<file path="src/rtl/hrd_pkg.sv">
// Shared definitions for the Huarong Dao move controller: direction codes,
// controller states and the direction-code validity check.
package hrd_pkg;

    localparam logic [2:0] DIR_NONE  = 3'd0;
    localparam logic [2:0] DIR_UP    = 3'd1;
    localparam logic [2:0] DIR_DOWN  = 3'd2;
    localparam logic [2:0] DIR_LEFT  = 3'd3;
    localparam logic [2:0] DIR_RIGHT = 3'd4;

    typedef enum logic [2:0] {
        IDLE,
        CHECK,
        ANIM,
        COMMIT,
        WIN,
        OVER
    } state_e;

    // Codes 5..7 are never a move; they are dropped without any reject.
    function automatic logic is_move_dir(input logic [2:0] dir);
        case (dir)
            DIR_UP, DIR_DOWN, DIR_LEFT, DIR_RIGHT: return 1'b1;
            default:                               return 1'b0;
        endcase
    endfunction

endpackage

</file>
<file path="src/rtl/hrd_move_ctrl_if.sv">
// Signal bundle between the move controller (master) and its environment:
// direction driver, board legality checker and display (slave).
interface hrd_move_ctrl_if #(
    parameter int MOVE_W = 10
);
    logic [2:0]        I_dir_index;
    logic              I_restart;
    logic              I_chk_done;
    logic              I_chk_ok;
    logic              I_win;
    logic              O_chk_req;
    logic [2:0]        O_chk_dir;
    logic [2:0]        O_anim_dir;
    logic [7:0]        O_anim_off;
    logic              O_commit;
    logic              O_reject;
    logic              O_busy;
    logic [MOVE_W-1:0] O_move_cnt;
    logic              O_gameover;

    modport master (
        input  I_dir_index, I_restart, I_chk_done, I_chk_ok, I_win,
        output O_chk_req, O_chk_dir, O_anim_dir, O_anim_off, O_commit,
        output O_reject, O_busy, O_move_cnt, O_gameover
    );

    modport slave (
        output I_dir_index, I_restart, I_chk_done, I_chk_ok, I_win,
        input  O_chk_req, O_chk_dir, O_anim_dir, O_anim_off, O_commit,
        input  O_reject, O_busy, O_move_cnt, O_gameover
    );
endinterface

</file>
<file path="src/rtl/hrd_anim_timer.sv">
// Slide animation timer: divides the clock by STEP_DIV and counts offset
// steps 0..ANIM_STEPS; done flags the clock on which the last step lands.
module hrd_anim_timer #(
    parameter int ANIM_STEPS = 8,
    parameter int STEP_DIV   = 4
) (
    input  logic       clk,
    input  logic       rst_n,
    input  logic       start,
    input  logic       clear,
    output logic [7:0] off,
    output logic       done
);
    localparam int DIV_W = $clog2(STEP_DIV + 1);

    logic             running;
    logic [DIV_W-1:0] div;
    logic             last_div;
    logic             last_step;

    assign last_div  = (div == DIV_W'(STEP_DIV - 1));
    assign last_step = (off == 8'(ANIM_STEPS - 1));
    assign done      = running && last_div && last_step;

    // NOTE: state registers use non-blocking assignments so every flop samples
    // pre-edge values; blocking here would create order-dependent simulation.
    always_ff @(posedge clk or negedge rst_n) begin
        if (!rst_n) begin
            running <= 1'b0;
            div     <= '0;
            off     <= '0;
        end else if (clear) begin
            running <= 1'b0;
            div     <= '0;
            off     <= '0;
        end else if (start) begin
            running <= 1'b1;
            div     <= '0;
            off     <= '0;
        end else if (running) begin
            if (last_div) begin
                div <= '0;
                off <= off + 8'd1;
                if (last_step) running <= 1'b0;
            end else begin
                div <= div + 1'b1;
            end
        end
    end
endmodule

</file>
<file path="src/rtl/hrd_move_ctrl.sv">
// Huarong Dao move sequencer: check -> slide animation -> commit -> win sample.
// Define HRD_CMD_QUEUE_EN to buffer one command that arrives while busy.
module hrd_move_ctrl
    import hrd_pkg::*;
#(
    parameter int ANIM_STEPS  = 8,
    parameter int STEP_DIV    = 4,
    parameter int CHK_TIMEOUT = 16,
    parameter int MOVE_W      = 10
) (
    input  logic            I_clk,
    input  logic            I_rst_n,
    hrd_move_ctrl_if.master bus
);
    localparam int CNT_W = $clog2(CHK_TIMEOUT + 1);

    state_e            state, next_state;
    logic [2:0]        prev_dir;
    logic [2:0]        chk_dir;
    logic [2:0]        anim_dir;
    logic [MOVE_W-1:0] move_cnt;
    logic              gameover;
    logic [CNT_W-1:0]  chk_cnt;
    logic [7:0]        anim_off;
    logic              restart, chk_done, chk_ok, cmd, chk_timeout;
    logic              anim_start, anim_done, timer_clear;
    logic              chk_req, busy, commit, reject;
    logic              issue, busy_drop;
    logic [2:0]        issue_dir;

    assign restart     = bus.I_restart;
    assign chk_done    = bus.I_chk_done;
    assign chk_ok      = bus.I_chk_ok;
    assign cmd         = (prev_dir == DIR_NONE) && is_move_dir(bus.I_dir_index);
    assign chk_timeout = (state == CHECK) && (chk_cnt == CNT_W'(CHK_TIMEOUT - 1));
    assign anim_start  = (state == CHECK) && chk_done && chk_ok && !restart;
    assign timer_clear = restart || commit;

`ifdef HRD_CMD_QUEUE_EN
    logic       q_valid;
    logic [2:0] q_dir;

    // The buffered command is older than any fresh press, so it goes first.
    assign issue     = (state == IDLE) && (q_valid || cmd);
    assign issue_dir = q_valid ? q_dir : bus.I_dir_index;
    assign busy_drop = busy && cmd && q_valid;

    always_ff @(posedge I_clk or negedge I_rst_n) begin
        if (!I_rst_n) begin
            q_valid <= 1'b0;
            q_dir   <= DIR_NONE;
        end else if (restart || ((state == WIN) && bus.I_win)) begin
            q_valid <= 1'b0;
        end else if (busy && cmd && !q_valid) begin
            q_valid <= 1'b1;
            q_dir   <= bus.I_dir_index;
        end else if ((state == IDLE) && q_valid) begin
            q_valid <= cmd;
            q_dir   <= bus.I_dir_index;
        end
    end
`else
    assign issue     = (state == IDLE) && cmd;
    assign issue_dir = bus.I_dir_index;
    assign busy_drop = busy && cmd;
`endif

    always_ff @(posedge I_clk or negedge I_rst_n) begin
        if (!I_rst_n) state <= IDLE;
        else          state <= next_state;
    end

    // NOTE: a default assignment at the top of every combinational process
    // keeps each path fully specified, so no latch is inferred.
    always_comb begin
        next_state = state;
        if (restart) begin
            next_state = IDLE;
        end else begin
            unique case (state)
                IDLE:    if (issue) next_state = CHECK;
                CHECK: begin
                    if (chk_done)         next_state = chk_ok ? ANIM : IDLE;
                    else if (chk_timeout) next_state = IDLE;
                end
                ANIM:    if (anim_done) next_state = COMMIT;
                COMMIT:  next_state = WIN;
                WIN:     next_state = bus.I_win ? OVER : IDLE;
                OVER:    next_state = OVER;
                default: next_state = IDLE;
            endcase
        end
    end

    // Reject sources are ORed, so coincident causes give a single pulse.
    always_comb begin
        chk_req = (state == CHECK);
        busy    = (state != IDLE) && (state != OVER);
        commit  = (state == COMMIT);
        reject  = !restart &&
                  (((state == CHECK) && chk_done && !chk_ok) ||
                   (chk_timeout && !chk_done) ||
                   busy_drop);
    end

    always_ff @(posedge I_clk or negedge I_rst_n) begin
        if (!I_rst_n) begin
            prev_dir <= DIR_NONE;
            chk_cnt  <= '0;
            chk_dir  <= DIR_NONE;
            anim_dir <= DIR_NONE;
            move_cnt <= '0;
            gameover <= 1'b0;
        end else begin
            prev_dir <= bus.I_dir_index;
            chk_cnt  <= (state == CHECK) ? chk_cnt + 1'b1 : '0;
            if (restart) begin
                chk_dir  <= DIR_NONE;
                anim_dir <= DIR_NONE;
                move_cnt <= '0;
                gameover <= 1'b0;
            end else begin
                if (issue)      chk_dir  <= issue_dir;
                if (anim_start) anim_dir <= chk_dir;
                else if (commit) anim_dir <= DIR_NONE;
                if (commit && (move_cnt != '1)) move_cnt <= move_cnt + 1'b1;
                if ((state == WIN) && bus.I_win) gameover <= 1'b1;
            end
        end
    end

    hrd_anim_timer #(
        .ANIM_STEPS (ANIM_STEPS),
        .STEP_DIV   (STEP_DIV)
    ) u_anim_timer (
        .clk   (I_clk),
        .rst_n (I_rst_n),
        .start (anim_start),
        .clear (timer_clear),
        .off   (anim_off),
        .done  (anim_done)
    );

    assign bus.O_chk_req  = chk_req;
    assign bus.O_chk_dir  = chk_dir;
    assign bus.O_anim_dir = anim_dir;
    assign bus.O_anim_off = anim_off;
    assign bus.O_commit   = commit;
    assign bus.O_reject   = reject;
    assign bus.O_busy     = busy;
    assign bus.O_move_cnt = move_cnt;
    assign bus.O_gameover = gameover;
endmodule

</file>
<file path="src/flat_wrapper.sv">
// flat-port wrapper written by rule: the top's interface ports become plain ports
module hrd_move_ctrl_flat import hrd_pkg::*;
#(
    parameter int ANIM_STEPS  = 8,
    parameter int STEP_DIV    = 4,
    parameter int CHK_TIMEOUT = 16,
    parameter int MOVE_W      = 10
)
  (I_clk, I_rst_n, bus_I_dir_index, bus_I_restart, bus_I_chk_done, bus_I_chk_ok, bus_I_win, bus_O_chk_req, bus_O_chk_dir, bus_O_anim_dir, bus_O_anim_off, bus_O_commit, bus_O_reject, bus_O_busy, bus_O_move_cnt, bus_O_gameover);
  hrd_move_ctrl_if #(.MOVE_W(MOVE_W)) bus_i ();
  input  logic I_clk;
  input  logic I_rst_n;
  input wire logic [$bits(bus_i.I_dir_index)-1:0] bus_I_dir_index;
  input wire logic [$bits(bus_i.I_restart)-1:0] bus_I_restart;
  input wire logic [$bits(bus_i.I_chk_done)-1:0] bus_I_chk_done;
  input wire logic [$bits(bus_i.I_chk_ok)-1:0] bus_I_chk_ok;
  input wire logic [$bits(bus_i.I_win)-1:0] bus_I_win;
  output wire logic [$bits(bus_i.O_chk_req)-1:0] bus_O_chk_req;
  output wire logic [$bits(bus_i.O_chk_dir)-1:0] bus_O_chk_dir;
  output wire logic [$bits(bus_i.O_anim_dir)-1:0] bus_O_anim_dir;
  output wire logic [$bits(bus_i.O_anim_off)-1:0] bus_O_anim_off;
  output wire logic [$bits(bus_i.O_commit)-1:0] bus_O_commit;
  output wire logic [$bits(bus_i.O_reject)-1:0] bus_O_reject;
  output wire logic [$bits(bus_i.O_busy)-1:0] bus_O_busy;
  output wire logic [$bits(bus_i.O_move_cnt)-1:0] bus_O_move_cnt;
  output wire logic [$bits(bus_i.O_gameover)-1:0] bus_O_gameover;
  assign bus_i.I_dir_index = bus_I_dir_index;
  assign bus_i.I_restart = bus_I_restart;
  assign bus_i.I_chk_done = bus_I_chk_done;
  assign bus_i.I_chk_ok = bus_I_chk_ok;
  assign bus_i.I_win = bus_I_win;
  assign bus_O_chk_req = bus_i.O_chk_req;
  assign bus_O_chk_dir = bus_i.O_chk_dir;
  assign bus_O_anim_dir = bus_i.O_anim_dir;
  assign bus_O_anim_off = bus_i.O_anim_off;
  assign bus_O_commit = bus_i.O_commit;
  assign bus_O_reject = bus_i.O_reject;
  assign bus_O_busy = bus_i.O_busy;
  assign bus_O_move_cnt = bus_i.O_move_cnt;
  assign bus_O_gameover = bus_i.O_gameover;
  hrd_move_ctrl #(.ANIM_STEPS(ANIM_STEPS), .STEP_DIV(STEP_DIV), .CHK_TIMEOUT(CHK_TIMEOUT), .MOVE_W(MOVE_W)) u_core (.I_clk(I_clk), .I_rst_n(I_rst_n), .bus(bus_i));
endmodule
</file>
<file path="config.mk">
export PLATFORM = sky130hd
export DESIGN_NAME = hrd_move_ctrl_flat
export DESIGN_NICKNAME = d
export VERILOG_FILES = /design/src/rtl/hrd_pkg.sv /design/src/rtl/hrd_move_ctrl_if.sv /design/src/rtl/hrd_anim_timer.sv /design/src/rtl/hrd_move_ctrl.sv /design/src/flat_wrapper.sv
export SDC_FILE = /design/constraint.sdc
export NUM_CORES = 1
export LEC_CHECK = 0
export ABC_CLOCK_PERIOD_IN_PS = 2200
export CELL_PAD_IN_SITES_DETAIL_PLACEMENT = 0
export CELL_PAD_IN_SITES_GLOBAL_PLACEMENT = 2
export CORE_ASPECT_RATIO = 0.9
export CORE_MARGIN = 5
export CORE_UTILIZATION = 34
export CTS_BUF_LIST = sky130_fd_sc_hd__clkbuf_4 sky130_fd_sc_hd__clkbuf_8
export DETAILED_ROUTE_END_ITERATION = 16
export MAX_ROUTING_LAYER = met4
export PLACE_DENSITY = 0.92
export SETUP_SLACK_MARGIN = 0.1
export SLEW_MARGIN = 0
export SYNTH_ARGS = -nofsm -noshare
export SYNTH_HDL_FRONTEND = slang
export SYNTH_SLANG_ARGS = --single-unit
</file>
<file path="constraint.sdc">
create_clock -name I_clk -period 2.2 [get_ports I_clk]
set_clock_uncertainty 0.05 [all_clocks]
set_input_delay 0.22 -clock I_clk [delete_from_list [all_inputs] [get_ports I_clk]]
set_output_delay 0.22 -clock I_clk [all_outputs]
set_load 0.05 [all_outputs]
</file>
# Yosys cells after proc, flatten, opt, wreduce, memory -nomap -nowiden
# Index checks and enable logic that the tools add are counted.
# Widths: inputs -> output; s select.
[op_classes]
n_addsub = 4
n_eq_ne = 17
mux = 32
reduce_logical = 33
[op_table]
columns = ["operator", "count"]
rows = [
  ["$mux 3", 15],
  ["$mux 8", 4],
  ["$mux 10", 2],
  ["$pmux 3 s6", 1],
  ["$eq 3x2->1 const B", 5],
  ["$logic_and 1x1->1", 15],
  ["$reduce_bool 3->1", 4],
  ["$add 10x1->10 const B", 1],
  ["$ne 10x10->1 const B", 1],
  ["$eq 3x3->1 const B", 3],
  ["$add 8x1->8 const B", 1],
  ["$eq 8x3->1 const B", 1],
  ["$mux 1", 8],
  ["$eq 3x1->1 const B", 2],
  ["$logic_not 3->1", 2],
  ["$ne 3x2->1 const B", 2],
  ["$reduce_bool 2->1", 3],
  ["$add 5x1->5 const B", 1],
  ["$eq 5x4->1 const B", 1],
  ["$mux 5", 1],
  ["$ne 4x3->1 const B", 1],
  ["$reduce_or 4->1", 1],
  ["$add 3x1->3 const B", 1],
  ["$logic_not 1->1", 3],
  ["5 further kinds", 7],
]
[totals]
regBits = 40
output_inout_bits = 29
elab_cells = 96

# Depth between registers and ports, before layout
# Gate-level depths: netlist (run 1).
[logic_depth]
word_depth = 8
depth_mapped = 8
depth_no_buf = 7

# Hierarchy
# A second synthesis (run 1) with hierarchy kept.
[unflattened]
hier_cells = 201
hier_area_um2 = 2042.0
[by_module_without_submodules]
columns = ["module", "instances", "cells_per_inst", "area_each_um2"]
rows = [
  ["hrd_move_ctrl", 1, 138, 1388.8],
  ["hrd_anim_timer", 1, 63, 653.1],
]

# Least setup slack after synthesis (run 1)
# OpenSTA, ideal clock, no wires.
[synth_path]
kind = "register -> output"
start = "reg u_core.state[1]"
end = "out bus_O_reject"
t_arrival_ns = 2.028
required_time_ns = 1.930
path_slack_ns = -0.098
stages_incl_launch_ff = 7
path_cell_list = "dfrtp_1 > buf_4 > nor2_1 > nand2_1 > inv_1 > nand2_1 > a21oi_1"
[synth_via]
elab_chain_cells = 6
[synth_lines]
columns = ["element", "line", "text"]
rows = [
  ["start: declaration", "hrd_move_ctrl.sv:17", "state_e state, next_state;"],
  ["start signal: assignment", "hrd_move_ctrl.sv:70", "else state <= next_state;"],
  ["$eq 3x1->1 *", "--", ""],
  ["net bus_O_chk_req", "flat_wrapper.sv:18", "output wire logic [$bits(bus_i.O_chk_req)-1:0] bus_O_chk_req;"],
  ["$logic_and 1x1->1 (on tied branches)", "hrd_move_ctrl.sv:101, hrd_move_ctrl.sv:35", ""],
  ["$logic_and 1x1->1 (on tied branches)", "hrd_move_ctrl.sv:101, hrd_move_ctrl.sv:102", ""],
  ["$logic_or 1x1->1 *", "hrd_move_ctrl.sv:101", "(((state == CHECK) && chk_done && !chk_ok) ||"],
  ["$logic_or 1x1->1 *", "hrd_move_ctrl.sv:102", "(chk_timeout && !chk_done) ||"],
  ["$logic_and 1x1->1 *", "hrd_move_ctrl.sv:100", "reject = !restart &&"],
  ["end: declaration", "flat_wrapper.sv:23", "output wire logic [$bits(bus_i.O_reject)-1:0] bus_O_reject;"],
]
# Mark *: on every way through the listed nets, which the timed path passes. The rest lies on a longest branch.

# Final worst setup path (run 1)
[layout_path]
start = "reg u_core.chk_cnt[0]"
end = "out bus_O_reject"
[layout_via]
elab_chain_cells = 6
[layout_lines]
columns = ["element", "line", "text"]
rows = [
  ["start: declaration", "hrd_move_ctrl.sv:23", "logic [CNT_W-1:0] chk_cnt;"],
  ["start signal: assignment", "hrd_move_ctrl.sv:116", "chk_cnt <= (state == CHECK) ? chk_cnt + 1'b1 : '0;"],
  ["$eq 5x4->1", "hrd_move_ctrl.sv:35", "assign chk_timeout = (state == CHECK) && (chk_cnt == CNT_W'(CHK_TIMEOUT - 1));"],
  ["$logic_and 1x1->1", "hrd_move_ctrl.sv:35", ""],
  ["$logic_and 1x1->1", "hrd_move_ctrl.sv:102", ""],
  ["$logic_or 1x1->1", "hrd_move_ctrl.sv:101", ""],
  ["$logic_or 1x1->1", "hrd_move_ctrl.sv:102", ""],
  ["$logic_and 1x1->1", "hrd_move_ctrl.sv:100", ""],
]
# No other way between the ends.

==> summary.md, run 1 <==
| Metric | Value |
|---|---|
| Share of cells above drive strength 1 | `0.123` |
| Internal power | `around 0.0011 W` |
| Seq cells post-synth | `40` |
| Post-detail-place hpwl | `between 3 and 4 mm` |
| Peak VDD IR | `0.293 mV` |
| Fin crit share | `0.916` |
| Initial DRC Count | `67` |
| Critical path type | `flop to output pin` |
| Mapped Nets | `208` |
| Hold Fails Final Rpt | `0` |
| Synthesized area | `1980 um^2` |
| First-pass GRT wire length | `roughly 7.5 mm` |
| Num CTS Buffers | `5` |
| Comb power frac | `0.075` |
| Crit path arrival time | `between 1500 and 2000 ps` |
| Placed cells | `just under 300` |
| Final Slew Violations | `0` |
| Final Non-Filler Cells | `between 300 and 400` |
| Total Neg Setup Slack | `0 ps` |
| Max Cap Viol | `0` |
| Antenna Nets Post-Route | `0` |
| RePlAce Congestion | `roughly 0.74` |
| Max Freq | `a little under 500 MHz` |
| Post-Route WL | `4.40 mm` |
| Post-synthesis average cell area | `10.2 um^2` |
| # DRC | `0` |
| Clock power share | `0.412` |
| Netlist cell types | `43` |
| Dominant synthesized flop cell | `dfrtp_1` |
| Post-layout util | `0.450` |
| Yosys Warn Count | `0` |
| Number of synthesized flops with an enable pin | `0` |
| RSZ-0062 raised after global routing | `false` |
| Vias per cell | `between 5 and 6` |
| Layout area overhead | `28.4%` |
| Worst setup EP type | `output pin` |
| Most frequent cells in the layout | `dfrtp_1, clkdlybuf4s50_1, nor2_1` |
| Setup ws final | `roughly 180 ps` |
| Asr flop ratio synth | `1.00` |
| Most common library cell in the layout ignoring fill and taps | `dfrtp_1` |
| Sw power | `0.000333 W` |
| Wire per inst | `roughly 14 um` |
| I/O pins | `38` |
| Root Driver | `clkbuf_8` |
| Vias in the first global route | `roughly 1600` |
| Placement Setup Slack | `around 310 ps` |
| Max_slew headroom | `0.404` |
| CTS Hold Bufs | `0` |
| Clock Path Buffers | `2` |
| Worst Path Required | `1930 ps` |
| CTS H-tree depth | `2` |
| ANT cells | `0` |
| Final setup fails | `0` |
| Port bufs | `37` |
| CTS tree | `yes` |
| DIE HEIGHT | `~82 um` |
| Congestion Overflow GR | `0` |
| Hold WS | `2.11 ps` |
| Leakage | `roughly 1.1 nW` |
| Core outline area | `about 5700 um^2` |
| Final critical-path required period | `between 2000 and 2500 ps` |
| Clock slew at reported path FFs | `~80 ps` |
| Syn Inst Count | `194` |
| Die X | `just over 90 um` |
| FP Rows | `26` |
| Starting Density | `0.351` |
| Clk Latency, worst-skew pair | `approximately 290 ps` |
| TritonCTS Sinks | `40` |
| CP max FO | `3` |
| # nets final | `249` |
| Cell Pwr Density | `574 nW/um^2` |
| Die Area | `roughly 7500 um^2` |
| Drt pass-1 iters | `4` |
| Worst-Margin Slew | `around 890 ps` |
| Post-synthesis sequential area ratio | `0.504` |
| Crit start category | `flop` |
| Sw frac | `0.227` |
| Largest net degree at the start of global routing | `between 40 and 50` |
| Hold WC Path Type | `input pin to async pin` |
| Total track usage | `0.127` |
| Status | `complete, no violations` |
| Vias | `~1600` |
| Sequential share of power | `0.513` |
| Antenna violations before repair | `0` |
power by group through the flow:
stage	Combinational (W)	Clock, W	Sequential (W)
2_1_floorplan	0.0000537	0	0.000766
6_report	0.000110	0.000603	0.000750
3_3_place_gp	0.000109	0	0.000765
5_1_grt	0.000122	0.000651	0.000752
4_1_cts	0.000109	0.000616	0.000750
3_5_place_dp	0.000109	0	0.000765
worst paths after layout:
path,slack [ps],cells after the start,end,startpoint
worst max-delay path,180,8,bus_O_reject,u_core.chk_cnt[0]
worst min-delay path,2,1,u_core.u_anim_timer.off[0],I_rst_n
worst max register to register,240,8,u_core.state[0],u_core.chk_cnt[0]
worst min register to register,410,1,u_core.chk_cnt[0],u_core.chk_cnt[0]
max in group asynchronous,1540,1,u_core.bus.O_chk_dir[1],I_rst_n
min in group I_clk,390,1,u_core.prev_dir[0],bus_I_dir_index[0]
cells by family (layout without fill, tap and decap cells):
family          after synthesis  in the layout  share of synthesized area
mux                           7              7                     0.0353
fa+ha+maj                     5              5                     0.0315
simple gates                 84             84                      0.227
compound gates               29             29                     0.0990
xor+xnor                     13             13                     0.0574
flops                        40             40                      0.504
buf+inv                      16             58                     0.0454
state kept, by name, indices dropped and copies added, names as in the netlist, 3 cells and up:
| register | count |
|---|---|
| u_core.bus.O_move_cnt | 10 |
| u_core.u_anim_timer.off | 8 |
| u_core.state | 3 |
| u_core.chk_cnt | 5 |
| u_core.u_anim_timer.div | 3 |
| u_core.prev_dir | 3 |
| u_core.bus.O_chk_dir | 3 |
| u_core.bus.O_anim_dir | 3 |
metrics by stage:
step / power [W] / area [um^2]
2_1_floorplan: 0.000820 / 1990
3_3_place_gp: 0.000874 / 2420
3_5_place_dp: 0.000874 / 2420
4_1_cts: 0.00148 / 2530
5_1_grt: 0.00152 / 2550
6_report: 0.00146 / 2550
routing by layer:
layer,GRT usage,routed length (um),vias up
met5,-,0,-
met4,0.0491,42,0
met3,0.0245,118,4
met2,0.196,2040,24
met1,0.168,2200,752
li1,-,-,779
synthesized netlist by cell type (3+ instances only):
cell | count | share of area
dfrtp_1 | 40 | 0.50
nor2_1 | 26 | 0.049
nand4_1 | 12 | 0.038
a21oi_1 | 10 | 0.025
nand2_1 | 10 | 0.019
nand3_1 | 9 | 0.023
xor2_1 | 9 | 0.040
mux2i_1 | 7 | 0.035
inv_1 | 6 | 0.011
ha_1 | 5 | 0.032
nor3_1 | 5 | 0.013
o21ai_0 | 4 | 0.010
xnor2_1 | 4 | 0.018
and3_1 | 3 | 0.0095
clkbuf_1 | 3 | 0.0057
or3_1 | 3 | 0.0095
layout make-up:
| type | count | area, um^2 |
|---|---|---|
| Inverter | 7 | 31.3 |
| Tap cell | 70 | 87.6 |
| Clock inverter | 2 | 35.0 |
| Clock buffer | 6 | 76.3 |
| Multi-Input combinational cell | 138 | 903 |
| Sequential cell | 40 | 1000 |
| Timing Repair Buffer | 43 | 413 |
| Fill cell | 582 | 3110 |
critical path, stage by stage (launching register included):
cell	delay [ps]
dfrtp_1	400
ha_1	220
and3_1	150
ha_1	180
nor2_2	140
a21oi_2	40
nand2_1	100
a21oi_2	70
buf_12	150
timing repair:
action	4_1_cts	5_1_grt
buffers inserted	0	1
gates resized for setup	0	3
endpoints found under the setup margin	0	1
Power figures use the tool's default switching activity.
==> run 2: changes to the inputs <==
--- a/config.mk
+++ b/config.mk
@@ -9,7 +9,6 @@
 export CELL_PAD_IN_SITES_DETAIL_PLACEMENT = 0
 export CELL_PAD_IN_SITES_GLOBAL_PLACEMENT = 2
 export CORE_ASPECT_RATIO = 0.9
-export CORE_MARGIN = 5
 export CORE_UTILIZATION = 34
 export CTS_BUF_LIST = sky130_fd_sc_hd__clkbuf_4 sky130_fd_sc_hd__clkbuf_8
 export DETAILED_ROUTE_END_ITERATION = 16
@@ -20,3 +19,4 @@
 export SYNTH_ARGS = -nofsm -noshare
 export SYNTH_HDL_FRONTEND = slang
 export SYNTH_SLANG_ARGS = --single-unit
+export TNS_END_PERCENT = 20
==> run 2 against run 1 <==
Effect of this change: sequential cell count is the same; combinational power grew 5%; count of clock-buffer cells in the layout unchanged; largest cell class unchanged; routed wire length is 2.5% lower; total power down 7.0%.
==> summary.md, run 2 (synthesis results as in run 1) <==
| Metric | Value |
|---|---|
| Final Slew Violations | `0` |
| Congestion Overflow GR | `0` |
| Vias | `~1600` |
| I/O pins | `38` |
| Worst setup EP type | `output pin` |
| CTS tree | `yes` |
| Worst Path Buf+Inv | `1` |
| Post-Route WL | `4.29 mm` |
| Post-detail-place hpwl | `~3.0 mm` |
| Largest net degree at the start of global routing | `22` |
| Crit start category | `flop` |
| R2R depth | `6` |
| FP Rows | `26` |
| Clock slew at reported path FFs | `roughly 80 ps` |
| Sw power | `around 0.00032 W` |
| Sw frac | `0.239` |
| Clock Path Buffers | `2` |
| Most common cell on crit path | `a21oi_2` |
| Slowest-stage cell, CP | `dfrtp_1` |
| CP Depth | `8` |
| Status | `complete, no violations` |
| Hold WC Path Type | `input pin to async pin` |
| Leakage | `between 1 and 1.5 nW` |
| Root Driver | `clkbuf_8` |
| Vias per cell | `slightly above 5` |
| Final critical-path required period | `about 2000 ps` |
| Port bufs | `37` |
| Core outline area | `5660 um^2` |
| Clock power share | `0.363` |
| Vias in the first global route | `roughly 1600` |
| Max_slew headroom | `0.660` |
| Family with the most delay on the worst path | `flip-flops` |
| Num CTS Buffers | `5` |
| Starting Density | `0.351` |
| Fillers | `~570` |
| Max Cap Viol | `0` |
| ANT cells | `0` |
| Sequential share of power | `0.552` |
| Critical path cell sequence | `ha_2 > and3_4 > ha_4 > nor2_2 > a21oi_2 > nand2_1 > a21oi_2 > buf_12` |
| Layout area overhead | `29.7%` |
| Comb power frac | `0.085` |
| Initial DRC Count | `around 100` |
| # DRC | `0` |
| Most common library cell in the layout ignoring fill and taps | `dfrtp_1` |
| Peak VDD IR | `approximately 0.24 mV` |
| RePlAce Congestion | `between 0.7 and 0.8` |
| TritonCTS Sinks | `40` |
| Antenna violations before repair | `0` |
| Final setup fails | `0` |
| Critical path type | `flop to output pin` |
| Fin crit share | `0.908` |
| Clk Latency, worst-skew pair | `~290 ps` |
| Total Neg Setup Slack | `0 ps` |
| # nets final | `between 200 and 300` |
| Max FFs per register | `10` |
| Most frequent cells in the layout | `dfrtp_1, clkdlybuf4s50_1, nor2_1` |
| DIE HEIGHT | `roughly 74 um` |
| Wire per inst | `~14 um` |
| Worst Path Required | `1930 ps` |
| Placed cells | `around 300` |
| Share of cells above drive strength 1 | `0.142` |
| CP max FO | `3` |
| Crit path arrival time | `1730 ps` |
| Hold Fails Final Rpt | `0` |
| Worst-Margin Slew | `between 500 and 600 ps` |
| First-pass GRT wire length | `between 7 and 8 mm` |
| Drt pass-1 iters | `4` |
| Final Non-Filler Cells | `just over 300` |
| RSZ-0062 raised after global routing | `true` |
| Antenna Nets Post-Route | `0` |
| Cell Pwr Density | `around 530 nW/um^2` |
| Max Freq | `approximately 500 MHz` |
| Internal power | `0.00104 W` |
| Die X | `82.5 um` |
| Total track usage | `0.166` |
| Critical path's largest stage delay | `380 ps` |
| Die Area | `6150 um^2` |
| CTS H-tree depth | `2` |
-- run 2: changes by cell type in the layout (fill, tap and decap cells not counted), sizes merged --
| cell | before | now |
|---|---|---|
| bufinv | 1 | 0 |
| clkinv | 2 | 3 |
| dlygate4sd3 | 0 | 1 |
| buf | 11 | 13 |
-- run 2: layout make-up --
class / count / area [um^2] / share of cell area
clock buffer: 6 / 82.6 / 0.0321
inverter: 7 / 31.3 / 0.0122
tap: 70 / 87.6 / 0.0340
timing repair buffer: 46 / 438 / 0.170
multi-input combinational: 138 / 923 / 0.359
sequential: 40 / 1000 / 0.389
clock inverter: 2 / 10.0 / 0.00389
-- run 2: through the flow --
step	instance area [um^2]	util	power [W]	hold WS, ps	setup slack [ps]
after floorplan	1990	-	0.000820	-126	170
after global placement	2440	0.431	0.000879	114	358
after detailed placement	2440	0.431	0.000879	115	331
after CTS	2540	0.449	0.00138	333	106
after global routing	2570	0.455	0.00143	370	87.2
final	2570	0.455	0.00136	329	203
-- run 2: path summary, 6_finish.rpt --
kind / slack, ps / startpoint / to
max in group asynchronous: 1230 / I_rst_n / u_core.u_anim_timer.div[2]
hold / removal: 330 / I_rst_n / u_core.state[0]
min in group I_clk: 410 / bus_I_dir_index[0] / u_core.prev_dir[0]
hold reg to reg: 420 / u_core.chk_cnt[0] / u_core.chk_cnt[0]
setup / recovery: 200 / u_core.chk_cnt[0] / bus_O_reject
setup reg to reg: 380 / u_core.state[2] / u_core.bus.O_move_cnt[7]
-- run 2: power groups by stage --
stage	Combinational, W	Sequential [W]	Clock [W]
final	0.000115	0.000751	0.000494
after global routing	0.000128	0.000752	0.000551
after CTS	0.000115	0.000751	0.000512
after detailed placement	0.000114	0.000765	0
after global placement	0.000114	0.000765	0
after floorplan	0.0000537	0.000766	0
-- run 2: layer usage --
layer	routed length [um]	up-vias	track usage
met4	64	0	0.0613
met2	1890	24	0.233
met3	162	7	0.0417
met1	2170	774	0.229
li1	-	779	-
met5	0	-	-
-- run 2: repair_timing --
action	in CTS	in global routing
hold endpoints to repair	15	0
buffers inserted	0	1
resized for setup	0	7
endpoints found under the setup margin	0	1
hold buffers	1	0
-- run 2: worst register-to-register path: cells and delay by family, from the launching register on --
family                 cells  cell delay (ps)
DFF                        1              480
buffers and inverters      2              280
AOI/OAI and AO/OA          2              210
and+or+nand+nor            2              750
==> run 3: changes to the inputs <==
--- a/config.mk
+++ b/config.mk
@@ -5,15 +5,16 @@
 export SDC_FILE = /design/constraint.sdc
 export NUM_CORES = 1
 export LEC_CHECK = 0
+export ABC_AREA = 1
 export ABC_CLOCK_PERIOD_IN_PS = 2200
 export CELL_PAD_IN_SITES_DETAIL_PLACEMENT = 0
 export CELL_PAD_IN_SITES_GLOBAL_PLACEMENT = 2
 export CORE_ASPECT_RATIO = 0.9
-export CORE_UTILIZATION = 34
+export CORE_UTILIZATION = 31
 export CTS_BUF_LIST = sky130_fd_sc_hd__clkbuf_4 sky130_fd_sc_hd__clkbuf_8
 export DETAILED_ROUTE_END_ITERATION = 16
 export MAX_ROUTING_LAYER = met4
-export PLACE_DENSITY = 0.92
+export PLACE_DENSITY = 0.91
 export SETUP_SLACK_MARGIN = 0.1
 export SLEW_MARGIN = 0
 export SYNTH_ARGS = -nofsm -noshare
==> run 3 against run 2 <==
Effect of this change: worst hold slack better by 3.6 ps; fmax is 1.0% higher; setup slack better by 20 ps; final cell count is 30% higher; sequential share of layout area is 2.4 points lower; count of clock-buffer cells in the layout is 1 higher; sequential power is 1% higher; register-to-register slack better by 150 ps; global-route usage is 1.5 points lower; clock power is 7.1% higher; combinational power is 63% higher; via count is 16% higher; largest cell class unchanged.
==> summary.md, run 3 <==
| Metric | Value |
|---|---|
| Share of cells above drive strength 1 | `0.146` |
| Clk Latency, worst-skew pair | `300 ps` |
| # DRC | `0` |
| Total track usage | `0.151` |
| Die Area | `between 7000 and 8000 um^2` |
| Vias in the first global route | `1769` |
| Congestion Overflow GR | `0` |
| Commonest cells post-synth | `nand2_1, dfrtp_1, inv_1, nor2_1, nand3_1` |
| Final setup fails | `0` |
| Critical path's largest stage delay | `380 ps` |
| Hold Fails Final Rpt | `0` |
| Num CTS Buffers | `5` |
| Critical path type | `flop to output pin` |
| Wire per inst | `approximately 12 um` |
| Worst-Margin Slew | `~500 ps` |
| Mapped Nets | `approximately 280` |
| Most frequent cells in the layout | `nand2_1, dfrtp_1, inv_1` |
| CTS H-tree depth | `2` |
| Clock slew at reported path FFs | `around 80 ps` |
| Count leader, synth | `nand2_1` |
| DIE HEIGHT | `roughly 80 um` |
| Sequential share of power | `0.515` |
| Clock Path Buffers | `2` |
| Max Cap Viol | `0` |
| Status | `complete, no violations` |
| Asr flop ratio synth | `1.00` |
| Layout area overhead | `31.9%` |
| R2R depth | `9` |
| Comb power frac | `0.127` |
| Largest net degree at the start of global routing | `19` |
| Port bufs | `37` |
| CP Depth | `9` |
| Crit start category | `flop` |
| I/O pins | `38` |
| CP max FO | `3` |
| Yosys top cell area share | `0.481` |
| RePlAce Congestion | `between 0.7 and 0.8` |
| Final critical-path required period | `1980 ps` |
| Synth area leader | `dfrtp_1` |
| TritonCTS Sinks | `40` |
| Antenna violations before repair | `0` |
| Hold WC Path Type | `input pin to async pin` |
| Antenna Nets Post-Route | `0` |
| Leakage | `between 1 and 1.5 nW` |
| Core outline area | `~6300 um^2` |
| Vias | `about 1800` |
| Final Slew Violations | `0` |
| Area of all sequential standard cells | `around 1000 um^2` |
| First-pass GRT wire length | `8.00 mm` |
| Total Neg Setup Slack | `0 ps` |
| Netlist cell types | `25` |
| Post-synthesis sequential area ratio | `0.481` |
| Drt pass-1 iters | `4` |
| # nets final | `between 300 and 400` |
| Sw power | `~0.0004 W` |
| Fin crit share | `0.899` |
| Peak VDD IR | `~0.18 mV` |
| Post-detail-place hpwl | `3.66 mm` |
| RSZ-0062 raised after global routing | `false` |
| Family with the most delay on the worst path | `flip-flops` |
| Post-layout util | `0.437` |
| Post-Route WL | `approximately 4.7 mm` |
| Worst Path Buf+Inv | `2` |
| Most common library cell in the layout ignoring fill and taps | `nand2_1` |
| Area of the multi-input gates | `approximately 930 um^2` |
| Fillers | `about 640` |
| Crit path arrival time | `about 1700 ps` |
| Initial DRC Count | `71` |
| Max_slew headroom | `0.662` |
| Number of synthesized flops with an enable pin | `0` |
| Worst Path Required | `about 1900 ps` |
| Root Driver | `clkbuf_8` |
| Vias per cell | `about 4.6` |
| Clock power share | `0.358` |
| Cell Pwr Density | `538 nW/um^2` |
| Starting Density | `0.331` |
| FP Rows | `27` |
| Max Freq | `between 500 and 600 MHz` |
| Die X | `88.4 um` |
| Syn Inst Count | `around 260` |
| Seq cells post-synth | `40` |
| Synth top area cells | `dfrtp_1, nand2_1, inv_1` |
| ANT cells | `0` |
| Slowest-stage cell, CP | `dfrtp_1` |
| CTS tree | `yes` |
| Synthesized area | `2080 um^2` |
| Worst setup EP type | `output pin` |
| Dominant synthesized flop cell | `dfrtp_1` |
| Max FFs per register | `10` |
| Yosys Warn Count | `0` |
| Post-synthesis average cell area | `about 8 um^2` |
| Critical path cell sequence | `ha_2 > nand2_2 > nor2_2 > ha_2 > inv_2 > o21ai_2 > nor2_1 > nor2_2 > buf_12` |
| Internal power | `around 0.0011 W` |
| Sw frac | `0.270` |
==> run 3: path summary, 6_finish.rpt <==
check                                         start                    endpoint  slack (ps)
min in group I_clk               bus_I_dir_index[1]          u_core.prev_dir[1]         370
max reg2reg                u_core.bus.O_move_cnt[1]    u_core.bus.O_move_cnt[9]         530
max                               u_core.chk_cnt[0]                bus_O_reject         220
max in group asynchronous                   I_rst_n    u_core.bus.O_move_cnt[5]        1200
min reg2reg                u_core.bus.O_anim_dir[1]    u_core.bus.O_anim_dir[1]         420
min                                         I_rst_n  u_core.u_anim_timer.off[2]         330
==> run 3: cell type report <==
type                    count  area share
well taps                  87      0.0397
multi-input cells         179       0.340
clock buffers               7      0.0328
clock inverters             1     0.00273
flip-flops and latches     40       0.365
repair buffers             46       0.160
inverters                  43      0.0597
==> run 3: per-layer routing <==
layer	global-route usage	vias up	wire length [um]	part of all wire
met5	-	-	0	0
li1	-	943	-	-
met1	0.195	851	2360	0.50
met4	0.0435	0	36	0.0076
met3	0.0341	5	184	0.039
met2	0.237	36	2160	0.46
==> run 3: repair_timing <==
item                                    4_1_cts  5_1_grt
hold buffers                                  1        0
resized for setup                             0       10
setup buffers                                 0        2
endpoints found under the hold margin        16        0
endpoints found under the setup margin        0        1
==> run 3: cells by family (layout without fill, tap and decap cells) <==
| family | Yosys count | count (layout) | share of synthesized area |
|---|---|---|---|
| buffers and inverters | 44 | 97 | 0.0805 |
| flip-flops | 40 | 40 | 0.481 |
| adder cells (fa/ha/maj) | 5 | 5 | 0.0300 |
| XOR/XNOR | 4 | 4 | 0.0168 |
| AND/OR/NAND/NOR | 139 | 139 | 0.317 |
| AO/OA/AOI/OAI | 31 | 31 | 0.0745 |
==> run 3: power by group through the flow <==
stage / Sequential (W) / Clock [W] / Combinational, W
4_1_cts: 0.000760 / 0.000546 / 0.000184
3_5_place_dp: 0.000775 / 0 / 0.000182
2_1_floorplan: 0.000779 / 0 / 0.0000983
5_1_grt: 0.000763 / 0.000577 / 0.000209
6_report: 0.000760 / 0.000529 / 0.000187
3_3_place_gp: 0.000775 / 0 / 0.000183
==> run 3: metrics by stage <==
| stage | std cells | hold WS (ps) | setup WS, ps | total power (W) | cell area [um^2] |
|---|---|---|---|---|---|
| 3_5_place_dp | 392 | 137 | 271 | 0.000957 | 2600 |
| 2_1_floorplan | 263 | -126 | 129 | 0.000877 | 2080 |
| 5_1_grt | 403 | 363 | 113 | 0.00155 | 2750 |
| 3_3_place_gp | 392 | 136 | 313 | 0.000958 | 2600 |
| 4_1_cts | 401 | 350 | 104 | 0.00149 | 2710 |
| 6_report | 403 | 332 | 223 | 0.00148 | 2750 |
